--- config.mk ---
export PLATFORM = sky130hd
export DESIGN_NAME = blink_timer_core_flat
export DESIGN_NICKNAME = d
export VERILOG_FILES = /design/src/rtl/blink_pkg.sv /design/src/rtl/blink_timer_core_if.sv /design/src/rtl/blink_pattern_shifter.sv /design/src/rtl/blink_timer_core.sv /design/src/flat_wrapper.sv
export SDC_FILE = /design/constraint.sdc
export NUM_CORES = 1
export LEC_CHECK = 0
export BUFFER_PORTS_ARGS = -buffer_cell sky130_fd_sc_hd__buf_4
export CAP_MARGIN = 10
export CORE_MARGIN = 4
export CORE_UTILIZATION = 25
export DETAILED_ROUTE_END_ITERATION = 10
export REMOVE_ABC_BUFFERS = 1
export SETUP_SLACK_MARGIN = 0.3
export SYNTH_ARGS = -nofsm -noshare
export SYNTH_HDL_FRONTEND = slang
export SYNTH_SLANG_ARGS = --single-unit
--- constraint.sdc ---
create_clock -name ACLK -period 9.3 [get_ports ACLK]
set_input_delay 1.395 -clock ACLK [delete_from_list [all_inputs] [get_ports ACLK]]
set_output_delay 1.395 -clock ACLK [all_outputs]
set_load 0.02 [all_outputs]
--- src/rtl/blink_pkg.sv ---
// ============================================================================
// Module   : blink_pkg
// Brief    : Shared state encoding, default widths and register map offsets
//            for the Blink timer core and its register file.
// Revision : 1.0
// ============================================================================
`default_nettype none

package blink_pkg;

    typedef enum logic [0:0] {
        ST_IDLE = 1'b0,
        ST_RUN  = 1'b1
    } blink_state_e;

    localparam int DEF_NUM_LEDS  = 4;
    localparam int DEF_CNT_WIDTH = 32;
    localparam int DEF_RPT_WIDTH = 16;

    // Byte offsets within the AXI4-Lite slave register block
    localparam logic [7:0] REG_PERIOD_OFS  = 8'h00;
    localparam logic [7:0] REG_ON_TIME_OFS = 8'h04;
    localparam logic [7:0] REG_PATTERN_OFS = 8'h08;
    localparam logic [7:0] REG_CONTROL_OFS = 8'h0C;

endpackage

`default_nettype wire

--- src/rtl/blink_timer_core_if.sv ---
// ============================================================================
// Module   : blink_timer_core_if
// Brief    : Control/configuration strobes and status outputs of the core.
// Revision : 1.0
// ============================================================================
`default_nettype none

interface blink_timer_core_if
    import blink_pkg::*;
#(
    parameter int NUM_LEDS  = DEF_NUM_LEDS,
    parameter int CNT_WIDTH = DEF_CNT_WIDTH,
    parameter int RPT_WIDTH = DEF_RPT_WIDTH
) ();

    logic                 start;
    logic                 stop;
    logic [CNT_WIDTH-1:0] cfg_period;
    logic [CNT_WIDTH-1:0] cfg_on_time;
    logic [NUM_LEDS-1:0]  cfg_pattern;
    logic                 cfg_chase;
    logic [RPT_WIDTH-1:0] cfg_repeat;
    logic                 cfg_irq_every;
    logic [NUM_LEDS-1:0]  led;
    logic                 busy;
    logic                 intr_pulse;
    logic                 err_pulse;
    logic [RPT_WIDTH-1:0] periods_done;

    modport master (
        output start, stop, cfg_period, cfg_on_time, cfg_pattern,
               cfg_chase, cfg_repeat, cfg_irq_every,
        input  led, busy, intr_pulse, err_pulse, periods_done
    );

    modport slave (
        input  start, stop, cfg_period, cfg_on_time, cfg_pattern,
               cfg_chase, cfg_repeat, cfg_irq_every,
        output led, busy, intr_pulse, err_pulse, periods_done
    );

endinterface

`default_nettype wire

--- src/rtl/blink_pattern_shifter.sv ---
// ============================================================================
// Module   : blink_pattern_shifter
// Brief    : Holds the current LED pattern; load, rotate-left and on-phase gate.
// Revision : 1.0
// ============================================================================
`default_nettype none

module blink_pattern_shifter #(
    parameter int NUM_LEDS = 4
) (
    input  logic                clk,
    input  logic                rst,
    input  logic                i_load,
    input  logic                i_rotate,
    input  logic                i_on,
    input  logic [NUM_LEDS-1:0] i_pattern,
    output logic [NUM_LEDS-1:0] o_led
);

    logic [NUM_LEDS-1:0] r_pattern;
    logic [NUM_LEDS-1:0] r_led;
    logic [NUM_LEDS-1:0] w_pattern_nxt;

    // Shift-or form of the rotate also holds for a single LED
    always_comb begin
        w_pattern_nxt = r_pattern;
        if (i_load) begin
            w_pattern_nxt = i_pattern;
        end else if (i_rotate) begin
            w_pattern_nxt = (r_pattern << 1) | (r_pattern >> (NUM_LEDS - 1));
        end
    end

    always_ff @(posedge clk) begin
        if (rst) begin
            r_pattern <= '0;
            r_led     <= '0;
        end else begin
            r_pattern <= w_pattern_nxt;
            r_led     <= i_on ? w_pattern_nxt : '0;
        end
    end

    assign o_led = r_led;

endmodule

`default_nettype wire

--- src/rtl/blink_timer_core.sv ---
// ============================================================================
// Module   : blink_timer_core
// Brief    : Period/on-time counter and IDLE/RUN control for LED blinking,
//            with completion/period interrupt and rejected-start pulses.
// Revision : 1.0
// ============================================================================
`default_nettype none

module blink_timer_core
    import blink_pkg::*;
#(
    parameter int NUM_LEDS  = DEF_NUM_LEDS,
    parameter int CNT_WIDTH = DEF_CNT_WIDTH,
    parameter int RPT_WIDTH = DEF_RPT_WIDTH
) (
    input  logic              ACLK,
    input  logic              ARESET,
    blink_timer_core_if.slave io_bus
);

    localparam logic [0:0] S_IDLE = ST_IDLE;
    localparam logic [0:0] S_RUN  = ST_RUN;

    logic [0:0]           r_state, w_state_nxt;
    logic [CNT_WIDTH-1:0] r_cnt, w_cnt_nxt;
    logic [CNT_WIDTH-1:0] r_period, r_on_time, w_on_nxt, w_on_clamp;
    logic [RPT_WIDTH-1:0] r_repeat, r_periods_done, w_pd_nxt, w_pd_inc;
    logic                 r_chase, r_irq_every, r_intr, r_err;
    logic                 w_start, w_load, w_period_end, w_done, w_rotate, w_led_on;

    // Priority: stop, then start, then period end; the LED gate uses next-state values
    always_comb begin
        w_start      = io_bus.start && !io_bus.stop;
        w_load       = w_start && (io_bus.cfg_period != '0);
        w_on_clamp   = (io_bus.cfg_on_time > io_bus.cfg_period) ? io_bus.cfg_period
                                                                : io_bus.cfg_on_time;
        w_period_end = (r_state == S_RUN) && (r_cnt == r_period - CNT_WIDTH'(1));
        w_pd_inc     = (&r_periods_done) ? r_periods_done
                                         : r_periods_done + RPT_WIDTH'(1);
        w_done       = w_period_end && (r_repeat != '0) && (w_pd_inc == r_repeat);
        w_state_nxt  = r_state;
        w_cnt_nxt    = r_cnt;
        w_pd_nxt     = r_periods_done;
        w_on_nxt     = r_on_time;
        w_rotate     = 1'b0;
        if (io_bus.stop) begin
            w_state_nxt = S_IDLE;
            w_cnt_nxt   = '0;
        end else if (io_bus.start) begin
            w_cnt_nxt = '0;
            if (w_load) begin
                w_state_nxt = S_RUN;
                w_pd_nxt    = '0;
                w_on_nxt    = w_on_clamp;
            end else begin
                w_state_nxt = S_IDLE;
            end
        end else if (w_period_end) begin
            w_cnt_nxt = '0;
            w_pd_nxt  = w_pd_inc;
            w_rotate  = r_chase;
            if (w_done) begin
                w_state_nxt = S_IDLE;
            end
        end else if (r_state == S_RUN) begin
            w_cnt_nxt = r_cnt + CNT_WIDTH'(1);
        end
        w_led_on = (w_state_nxt == S_RUN) && (w_cnt_nxt < w_on_nxt);
    end

    always_ff @(posedge ACLK) begin
        if (ARESET) begin
            r_state        <= S_IDLE;
            r_cnt          <= '0;
            r_periods_done <= '0;
            r_on_time      <= '0;
            r_period       <= '0;
            r_repeat       <= '0;
            r_chase        <= 1'b0;
            r_irq_every    <= 1'b0;
            r_intr         <= 1'b0;
            r_err          <= 1'b0;
        end else begin
            r_state        <= w_state_nxt;
            r_cnt          <= w_cnt_nxt;
            r_periods_done <= w_pd_nxt;
            r_on_time      <= w_on_nxt;
            r_intr         <= !io_bus.stop && !io_bus.start && w_period_end
                              && (r_irq_every || w_done);
            r_err          <= w_start && !w_load;
            if (w_load) begin
                r_period    <= io_bus.cfg_period;
                r_repeat    <= io_bus.cfg_repeat;
                r_chase     <= io_bus.cfg_chase;
                r_irq_every <= io_bus.cfg_irq_every;
            end
        end
    end

    blink_pattern_shifter #(
        .NUM_LEDS (NUM_LEDS)
    ) u_shifter (
        .clk       (ACLK),
        .rst       (ARESET),
        .i_load    (w_load),
        .i_rotate  (w_rotate),
        .i_on      (w_led_on),
        .i_pattern (io_bus.cfg_pattern),
        .o_led     (io_bus.led)
    );

    assign io_bus.busy         = (r_state == S_RUN);
    assign io_bus.intr_pulse   = r_intr;
    assign io_bus.err_pulse    = r_err;
    assign io_bus.periods_done = r_periods_done;

endmodule

`default_nettype wire

--- src/flat_wrapper.sv ---
// flat-port wrapper written by rule: the top's interface ports become plain ports
module blink_timer_core_flat import blink_pkg::*;
#(
    parameter int NUM_LEDS  = DEF_NUM_LEDS,
    parameter int CNT_WIDTH = DEF_CNT_WIDTH,
    parameter int RPT_WIDTH = DEF_RPT_WIDTH
)
  (ACLK, ARESET, io_bus_start, io_bus_stop, io_bus_cfg_period, io_bus_cfg_on_time, io_bus_cfg_pattern, io_bus_cfg_chase, io_bus_cfg_repeat, io_bus_cfg_irq_every, io_bus_led, io_bus_busy, io_bus_intr_pulse, io_bus_err_pulse, io_bus_periods_done);
  blink_timer_core_if #(.NUM_LEDS(NUM_LEDS), .CNT_WIDTH(CNT_WIDTH), .RPT_WIDTH(RPT_WIDTH)) io_bus_i ();
  input  logic ACLK;
  input  logic ARESET;
  input wire logic [$bits(io_bus_i.start)-1:0] io_bus_start;
  input wire logic [$bits(io_bus_i.stop)-1:0] io_bus_stop;
  input wire logic [$bits(io_bus_i.cfg_period)-1:0] io_bus_cfg_period;
  input wire logic [$bits(io_bus_i.cfg_on_time)-1:0] io_bus_cfg_on_time;
  input wire logic [$bits(io_bus_i.cfg_pattern)-1:0] io_bus_cfg_pattern;
  input wire logic [$bits(io_bus_i.cfg_chase)-1:0] io_bus_cfg_chase;
  input wire logic [$bits(io_bus_i.cfg_repeat)-1:0] io_bus_cfg_repeat;
  input wire logic [$bits(io_bus_i.cfg_irq_every)-1:0] io_bus_cfg_irq_every;
  output wire logic [$bits(io_bus_i.led)-1:0] io_bus_led;
  output wire logic [$bits(io_bus_i.busy)-1:0] io_bus_busy;
  output wire logic [$bits(io_bus_i.intr_pulse)-1:0] io_bus_intr_pulse;
  output wire logic [$bits(io_bus_i.err_pulse)-1:0] io_bus_err_pulse;
  output wire logic [$bits(io_bus_i.periods_done)-1:0] io_bus_periods_done;
  assign io_bus_i.start = io_bus_start;
  assign io_bus_i.stop = io_bus_stop;
  assign io_bus_i.cfg_period = io_bus_cfg_period;
  assign io_bus_i.cfg_on_time = io_bus_cfg_on_time;
  assign io_bus_i.cfg_pattern = io_bus_cfg_pattern;
  assign io_bus_i.cfg_chase = io_bus_cfg_chase;
  assign io_bus_i.cfg_repeat = io_bus_cfg_repeat;
  assign io_bus_i.cfg_irq_every = io_bus_cfg_irq_every;
  assign io_bus_led = io_bus_i.led;
  assign io_bus_busy = io_bus_i.busy;
  assign io_bus_intr_pulse = io_bus_i.intr_pulse;
  assign io_bus_err_pulse = io_bus_i.err_pulse;
  assign io_bus_periods_done = io_bus_i.periods_done;
  blink_timer_core #(.NUM_LEDS(NUM_LEDS), .CNT_WIDTH(CNT_WIDTH), .RPT_WIDTH(RPT_WIDTH)) u_core (.ACLK(ACLK), .ARESET(ARESET), .io_bus(io_bus_i));
endmodule
==> results of run 1 <==
per-layer routing:
layer	track usage [%]	wire length, µm
met5	0	7
met3	2.52	1380
met1	19.4	14300
met2	26.4	15600
met4	4.36	622
stage by stage:
stage	util [%]	instances	hold slack (ns)	area (µm²)	setup WS [ns]
after CTS	30.4	1815	0.455	11400	3.22
after global routing	30.4	1815	0.480	11400	2.82
after detailed placement	28.8	1783	0.446	10800	2.78
after global placement	28.8	1783	0.444	10800	2.95
final	30.4	1815	0.454	11400	3.18
after floorplan	-	1150	0.430	9240	1.53
worst min-delay path by stage:
stage	end	slack, ns	cells past startpoint
final	u_core.r_irq_every	0.45	2
after global routing	u_core.r_irq_every	0.48	2
after CTS	u_core.r_irq_every	0.45	2
after detailed placement	u_core.r_irq_every	0.45	2
after global placement	u_core.r_irq_every	0.44	2
after floorplan	u_core.r_irq_every	0.43	2
power breakdown:
group          switching (mW)  internal, mW
Clock                   0.298         0.417
Sequential             0.0207         0.624
Combinational           0.171         0.127
final cells by class:
type | instances | area [µm²] | share of cell area, %
clock buffers | 19 | 453 | 3.96
clock inverters | 13 | 156 | 1.37
well taps | 511 | 639 | 5.59
inverters | 47 | 176 | 1.54
flip-flops and latches | 141 | 2820 | 24.7
multi-input cells | 962 | 6270 | 54.8
repair buffers | 122 | 916 | 8.01
synthesized netlist by cell type (all sizes together), types with 10 or more instances:
cell type	count
nand2	166
o31ai	12
or3	13
mux2	33
o211ai	11
nor3	53
inv	47
clkbuf	58
nor4	32
ha	66
a21oi	96
a21o	17
and2	10
nand3	41
mux2i	42
xor2	39
and3	15
xnor2	40
o21ai	27
or4	10
dfxtp	141
nand4	31
nor2	116
kinds of logic after synthesis:
family,count (synthesis)
XOR/XNOR,79
adder cells (fa/ha/maj),66
buffers and inverters,113
flip-flops,141
multiplexers,75
AND/OR/NAND/NOR,521
AO/OA/AOI/OAI,221
flip-flops by register name, indices dropped and copies added (netlist names):
signal                      cells
u_core.io_bus.busy              1
u_core.r_repeat                16
u_core.io_bus.periods_done     16
u_core.r_chase                  1
u_core.u_shifter.o_led          4
u_core.r_cnt                   32
u_core.io_bus.err_pulse         1
u_core.r_irq_every              1
u_core.io_bus.intr_pulse        1
u_core.r_period                32
u_core.u_shifter.r_pattern      4
u_core.r_on_time               32
cell usage in the layout, fill, tap and decap left out, types with 4 or more instances in the layout:
cell type / count
buf_4: 122
and2_1: 8
o31ai_1: 7
nor4_1: 31
nand4_1: 31
ha_1: 66
mux2_2: 33
dfxtp_1: 141
nor2_1: 115
xor2_1: 39
or2_2: 7
nand2_1: 165
and3_1: 15
a211oi_1: 8
nand3_1: 41
a31oi_1: 8
mux2i_1: 42
xnor2_1: 40
o31ai_2: 5
a21o_1: 17
o21bai_1: 4
or4_1: 6
nand2b_1: 7
and4_1: 8
nor3_1: 53
o211ai_1: 11
a221oi_1: 4
o22ai_1: 5
a21oi_1: 96
or3_1: 12
o21ai_0: 26
clkbuf_16: 17
nand4b_1: 4
clkinv_4: 4
inv_1: 47
worst reg2reg max path, cell delays in order, from the launching register on:
cell and delay, ns:
dfxtp_1 0.41, nor4_1 0.88, nand4_1 0.45, o31ai_1 0.42, nand3_1 0.12, nor3_1 0.37, nand4_1 0.28, nand2_2 0.61
nor2_1 0.16, ha_1 0.34, nand4_1 0.09, nor2_1 0.14, nand3_1 0.11, or3_1 0.46, or4_1 0.54, a31oi_1 0.35
nor3_1 0.12
==> summary.md, run 1 <==
| Metric | Value |
|---|---|
| Status | `complete, no violations` |
| Max Fanout on Critical Path | `27` |
| Least-Margin Pin Slew | `0.974 ns` |
| Post-synth EDFFs | `0` |
| Hold Crit Start | `u_core.r_irq_every` |
| Layout area overhead | `20.1%` |
| Clk buf depth | `2` |
| I/O Pins | `113` |
| IO buf count | `112` |
| Mux share of post-synthesis cell area | `8.32%` |
| Cell count after synthesis | `approximately 1200` |
| Worst-path clk slew | `~0.060 ns` |
| Tot Pwr | `1.66 mW` |
| CP Launch Point | `io_bus_cfg_period[25]` |
| Post-synth top area share | `29.7%` |
| Minimum clock period | `6.12 ns` |
| Worst Reg2Reg Path Length in Cells | `16` |
| Total track usage | `15.2%` |
| WL final | `about 32 mm` |
| Initial antenna violation count | `1` |
| DRC violations left | `0` |
| Critical path buffers and inverters | `3` |
| Endpoints failing setup | `0` |
| GR Overflow Total | `0` |
| Leakage power | `4.56 nW` |
| Synthesized area | `9520 µm²` |
| First drt pass iteration count | `5` |
| Via/cell ratio | `5.00` |
| Root Buffer | `clkbuf_16` |
| Compound-Gate Fraction of Synth Area | `15.0%` |
| Max-slew headroom | `about a third` |
| Antenna Violating Nets Remaining | `0` |
| Site Rows | `71` |
| Seq/Total Area, Yosys | `just under 30%` |
| Top_reg_cell synth | `dfxtp_1` |
| Main combinational cell family by area after synthesis | `simple AND/OR/NAND/NOR gates` |
| Final Skew | `between 0.01 and 0.015 ns` |
| Largest net degree at the start of global routing | `69` |
| Htree depth | `4` |
| Critical Path RT | `9.60 ns` |
| Post-Synth Adder-Cell Area | `8.68%` |
| Max-slew violation count | `0` |
| CP peak stage delay | `0.56 ns` |
| Die area | `a little over 40000 µm²` |
| RSZ-0062 raised after global routing | `false` |
| Die Wd | `203 µm` |
| Placeable core area | `37600 µm²` |
| Total number of vias | `9068` |
| First-pass GRT wire length | `49.7 mm` |
| Mean post-synth cell area | `just under 8 µm²` |
| Clk Latency, worst-skew pair | `0.44 ns` |
| Setup TNS | `0 ns` |
| Crit path depth | `20` |
| CTS tree | `built` |
| Worst EP arrival | `6.42 ns` |
| Crit Path Category | `input port to flop` |
| Die Ht | `203 µm` |
| Top cells by area, synth | `dfxtp_1 (30%), ha_1 (8.7%), nand2_1 (6.5%), a21oi_1 (5.0%), nor2_1 (4.6%)` |
| Number of max-cap violations | `0` |
| Vias in the first global route | `8868` |
| HP Class | `flop to flop` |
| Clock sinks | `141` |
| Max Fclk | `about 0.16 GHz` |
| Simple-gate area share of the yosys netlist | `26.4%` |
| Synth Area in XOR/XNOR | `~7.3%` |
| Top delay family on crit path | `compound AO/OA/AOI/OAI gates` |
| Initial Util | `25.3%` |
| WL per Instance | `17.6 µm` |
| Critical Path Sink | `u_core.u_shifter.o_led[0]` |
| Crit-path cells | `buf_4 > inv_1 > ha_1 > a21o_1 > a221o_1 > a221oi_1 > o21ai_0 > a21o_1 > o21ai_4 > buf_4 > mux2_2 > mux2i_1 > ha_1 > nand4_1 > nor2_1 > nand3_1 > or3_1 > or4_1 > a31oi_1 > nor3_1` |
| Fill count | `3995` |
| Final Hold Violating Endpoints | `0` |
| TritonCTS Buffers | `17` |
| Synth warn | `0` |
| Antenna cell count | `0` |
| Fraction of layout cells with a size suffix above 1 | `16.3%` |
| Reg2reg setup slack | `3.31 ns` |
| RePlAce Congestion | `0.937` |
| CP max-delay cell | `a221oi_1` |
| Worst R2R Start | `u_core.r_period[5]` |
| Post-synth ARST share | `0%` |
| Largest area contributor in the netlist | `dfxtp_1` |
| Post-CTS setup repair buffer count | `0` |
| Post-detail-place hpwl | `24.6 mm` |
| Hold_buf cts | `0` |
| Yosys cell types | `68` |
| RR Endpoint | `u_core.u_shifter.o_led[0]` |
| Post-layout net count | `1447` |
| Power per cell area | `145 nW/µm²` |
| Post-synthesis register bit count | `141` |
| Critical Path Sink Type | `flop` |
| Worst vdd ir | `a little over 0.0001 V` |
| Final Cycle Share | `65.8%` |
| CP Launch Type | `input port` |
| Post-CTS Resized | `0` |
| DR iter-0 viols | `504` |
No activity file was read; power rests on OpenSTA's default activity.
==> inputs of run 2 (changes only) <==
==> constraint.sdc (replaced) <==
create_clock -name ACLK -period 5.64 [get_ports ACLK]
set_input_delay 0.846 -clock ACLK [delete_from_list [all_inputs] [get_ports ACLK]]
set_output_delay 0.846 -clock ACLK [all_outputs]
set_load 0.02 [all_outputs]
==> summary.md, run 2 (synthesized netlist as in run 1, its figures left out) <==
| Metric | Value |
|---|---|
| Final Hold Violating Endpoints | `0` |
| Placeable core area | `37600 µm²` |
| Fill count | `4018` |
| Final Cycle Share | `approximately nine tenths` |
| Die Ht | `203 µm` |
| Top flop regs | `u_core.r_cnt: 32 flops, u_core.r_on_time: 32 flops, u_core.r_period: 32 flops` |
| Via/cell ratio | `4.98` |
| Max Fclk | `~0.20 GHz` |
| Max Fanout on Critical Path | `10` |
| Power per cell area | `232 nW/µm²` |
| Hold Crit Start | `u_core.r_chase` |
| First drt pass iteration count | `5` |
| Status | `complete, no violations` |
| Endpoints failing setup | `0` |
| Antenna cell count | `0` |
| Minimum clock period | `5.12 ns` |
| Sequential cell area | `2820 µm²` |
| Least-Margin Pin Slew | `about 0.78 ns` |
| Layout area overhead | `22.6%` |
| Post-detail-place hpwl | `25.0 mm` |
| Site Rows | `71` |
| Post-layout net count | `roughly 1500` |
| Reg2reg setup slack | `0.52 ns` |
| Die Wd | `around 200 µm` |
| RR Endpoint | `u_core.u_shifter.o_led[0]` |
| Top delay family on crit path | `simple AND/OR/NAND/NOR gates` |
| Leakage power | `approximately 4.7 nW` |
| Clock sinks | `roughly 140` |
| DR iter-0 viols | `525` |
| Crit Path Category | `flop to flop` |
| Worst-path clk slew | `0.06 ns` |
| Commonest cells after routing, fill and taps aside | `nand2_1 (165), buf_4 (146), dfxtp_1 (141)` |
| Total track usage | `15.2%` |
| Number of max-cap violations | `0` |
| WL final | `32.1 mm` |
| IO buf count | `112` |
| WL per Instance | `17.4 µm` |
| Clk Latency, worst-skew pair | `0.43 ns` |
| Vias in the first global route | `9154` |
| Setup TNS | `0 ns` |
| TritonCTS Buffers | `17` |
| Hold EP | `u_core.r_chase` |
| Worst R2R Start | `u_core.r_period[0]` |
| RSZ-0062 raised after global routing | `false` |
| Fraction of layout cells with a size suffix above 1 | `18.5%` |
| Antenna Violating Nets Remaining | `0` |
| Max-slew headroom | `47.8%` |
| Final Skew | `0.0117 ns` |
| DRC violations left | `0` |
| First-pass GRT wire length | `~50 mm` |
| CTS tree | `built` |
| Root Buffer | `clkbuf_16` |
| Worst Reg2Reg Path Length in Cells | `18` |
| Clk buf depth | `2` |
| GR Overflow Total | `0` |
| Crit-path cells | `inv_1 > ha_1 > or4b_4 > a2111o_1 > a21oi_1 > o22ai_1 > nor4_2 > nand4_1 > nand2_4 > nor2_1 > ha_1 > nand4_1 > nor2_1 > nand3_1 > or3_1 > or4_1 > a31oi_2 > nor3_1` |
| Largest net degree at the start of global routing | `66` |
| Die area | `41300 µm²` |
| CP max-delay cell | `or4_1` |
| I/O Pins | `roughly 110` |
| Worst vdd ir | `0.000176 V` |
| Critical Path RT | `just under 6 ns` |
| Critical path buffers and inverters | `1` |
| Initial antenna violation count | `0` |
| Area of the multi-input gates | `6300 µm²` |
| Critical Path Sink Type | `flop` |
| Htree depth | `4` |
| Hold Path Stages | `2` |
| Initial Util | `~25%` |
| RePlAce Congestion | `0.927` |
| Post-CTS setup repair buffer count | `0` |
| Most common cell after layout, fill and taps aside | `nand2_1` |
| Final core area utilization | `31.1%` |
| HP Class | `flop to flop` |
| Max-slew violation count | `0` |
| CP peak stage delay | `0.57 ns` |
| Total number of vias | `9185` |
| Worst EP arrival | `5.42 ns` |
| CP Launch Type | `flop` |
| Hold_buf cts | `0` |
[run 2: changes by cell type in the layout (fill, tap and decap cells not counted), moves of 2 or more]
cell	change
buf_4	+24
inv_6	+2
clkbuf_8	-2
buf_6	+3
[run 2: layer usage]
layer	vias up	wire length [µm]	GRT usage, %
met2	246	15400	26.4
met4	0	1030	5.56
met1	4329	14200	19.2
li1	4560	-	-
met3	50	1410	2.36
met5	-	0	0
[run 2: worst min-delay path, cell delays in order (launching register included)]
cell and delay (ns):
dfxtp_1 0.31, nand2_1 0.05, a21oi_1 0.05
[run 2: stage by stage]
step | worst slack [ns] | power (mW) | hold WS (ns) | instances | area, µm²
2_1_floorplan | -1.58 | 1.38 | 0.430 | 1150 | 9240
6_report | 0.525 | 2.70 | 0.456 | 1843 | 11700
3_3_place_gp | -0.333 | 1.59 | 0.445 | 1811 | 11000
5_1_grt | 0.274 | 2.84 | 0.482 | 1843 | 11700
3_5_place_dp | -0.404 | 1.60 | 0.449 | 1811 | 11000
4_1_cts | 0.302 | 2.73 | 0.458 | 1843 | 11600
[run 2: cell type report]
type                    instances  area share, %
clock inverters                15           1.32
multi-input cells             962           54.0
flip-flops and latches        141           24.2
well taps                     511           5.48
repair buffers                150           9.85
inverters                      47           1.51
clock buffers                  17           3.65
[run 2: how the worst max path moves through the flow]
stage / start / end / slack (ns) / cells after the start
finish: u_core.r_period[0] / u_core.u_shifter.o_led[0] / 0.52 / 18
floorplan: io_bus_cfg_period[18] / u_core.u_shifter.o_led[0] / -1.58 / 14
global route: u_core.r_period[0] / u_core.u_shifter.o_led[0] / 0.27 / 18
global placement: io_bus_cfg_period[25] / u_core.u_shifter.o_led[0] / -0.33 / 19
CTS: u_core.r_period[0] / u_core.u_shifter.o_led[0] / 0.30 / 18
detailed placement: io_bus_cfg_period[25] / u_core.u_shifter.o_led[0] / -0.40 / 21
[run 2: report_power, final]
| part | leakage [nW] | internal, mW | switching (mW) | total (mW) |
|---|---|---|---|---|
| combinational | 3.27 | 0.234 | 0.289 | 0.522 |
| sequential | 1.15 | 1.03 | 0.0323 | 1.06 |
| clock | 0.281 | 0.624 | 0.497 | 1.12 |
| total | 4.69 | 1.89 | 0.818 | 2.70 |
[run 2: repair_timing]
item | in CTS | in global routing
gates cloned | 0 | 0
pin swaps | 0 | 0
setup endpoints to repair | 4 | 4
gates resized for setup | 3 | 8
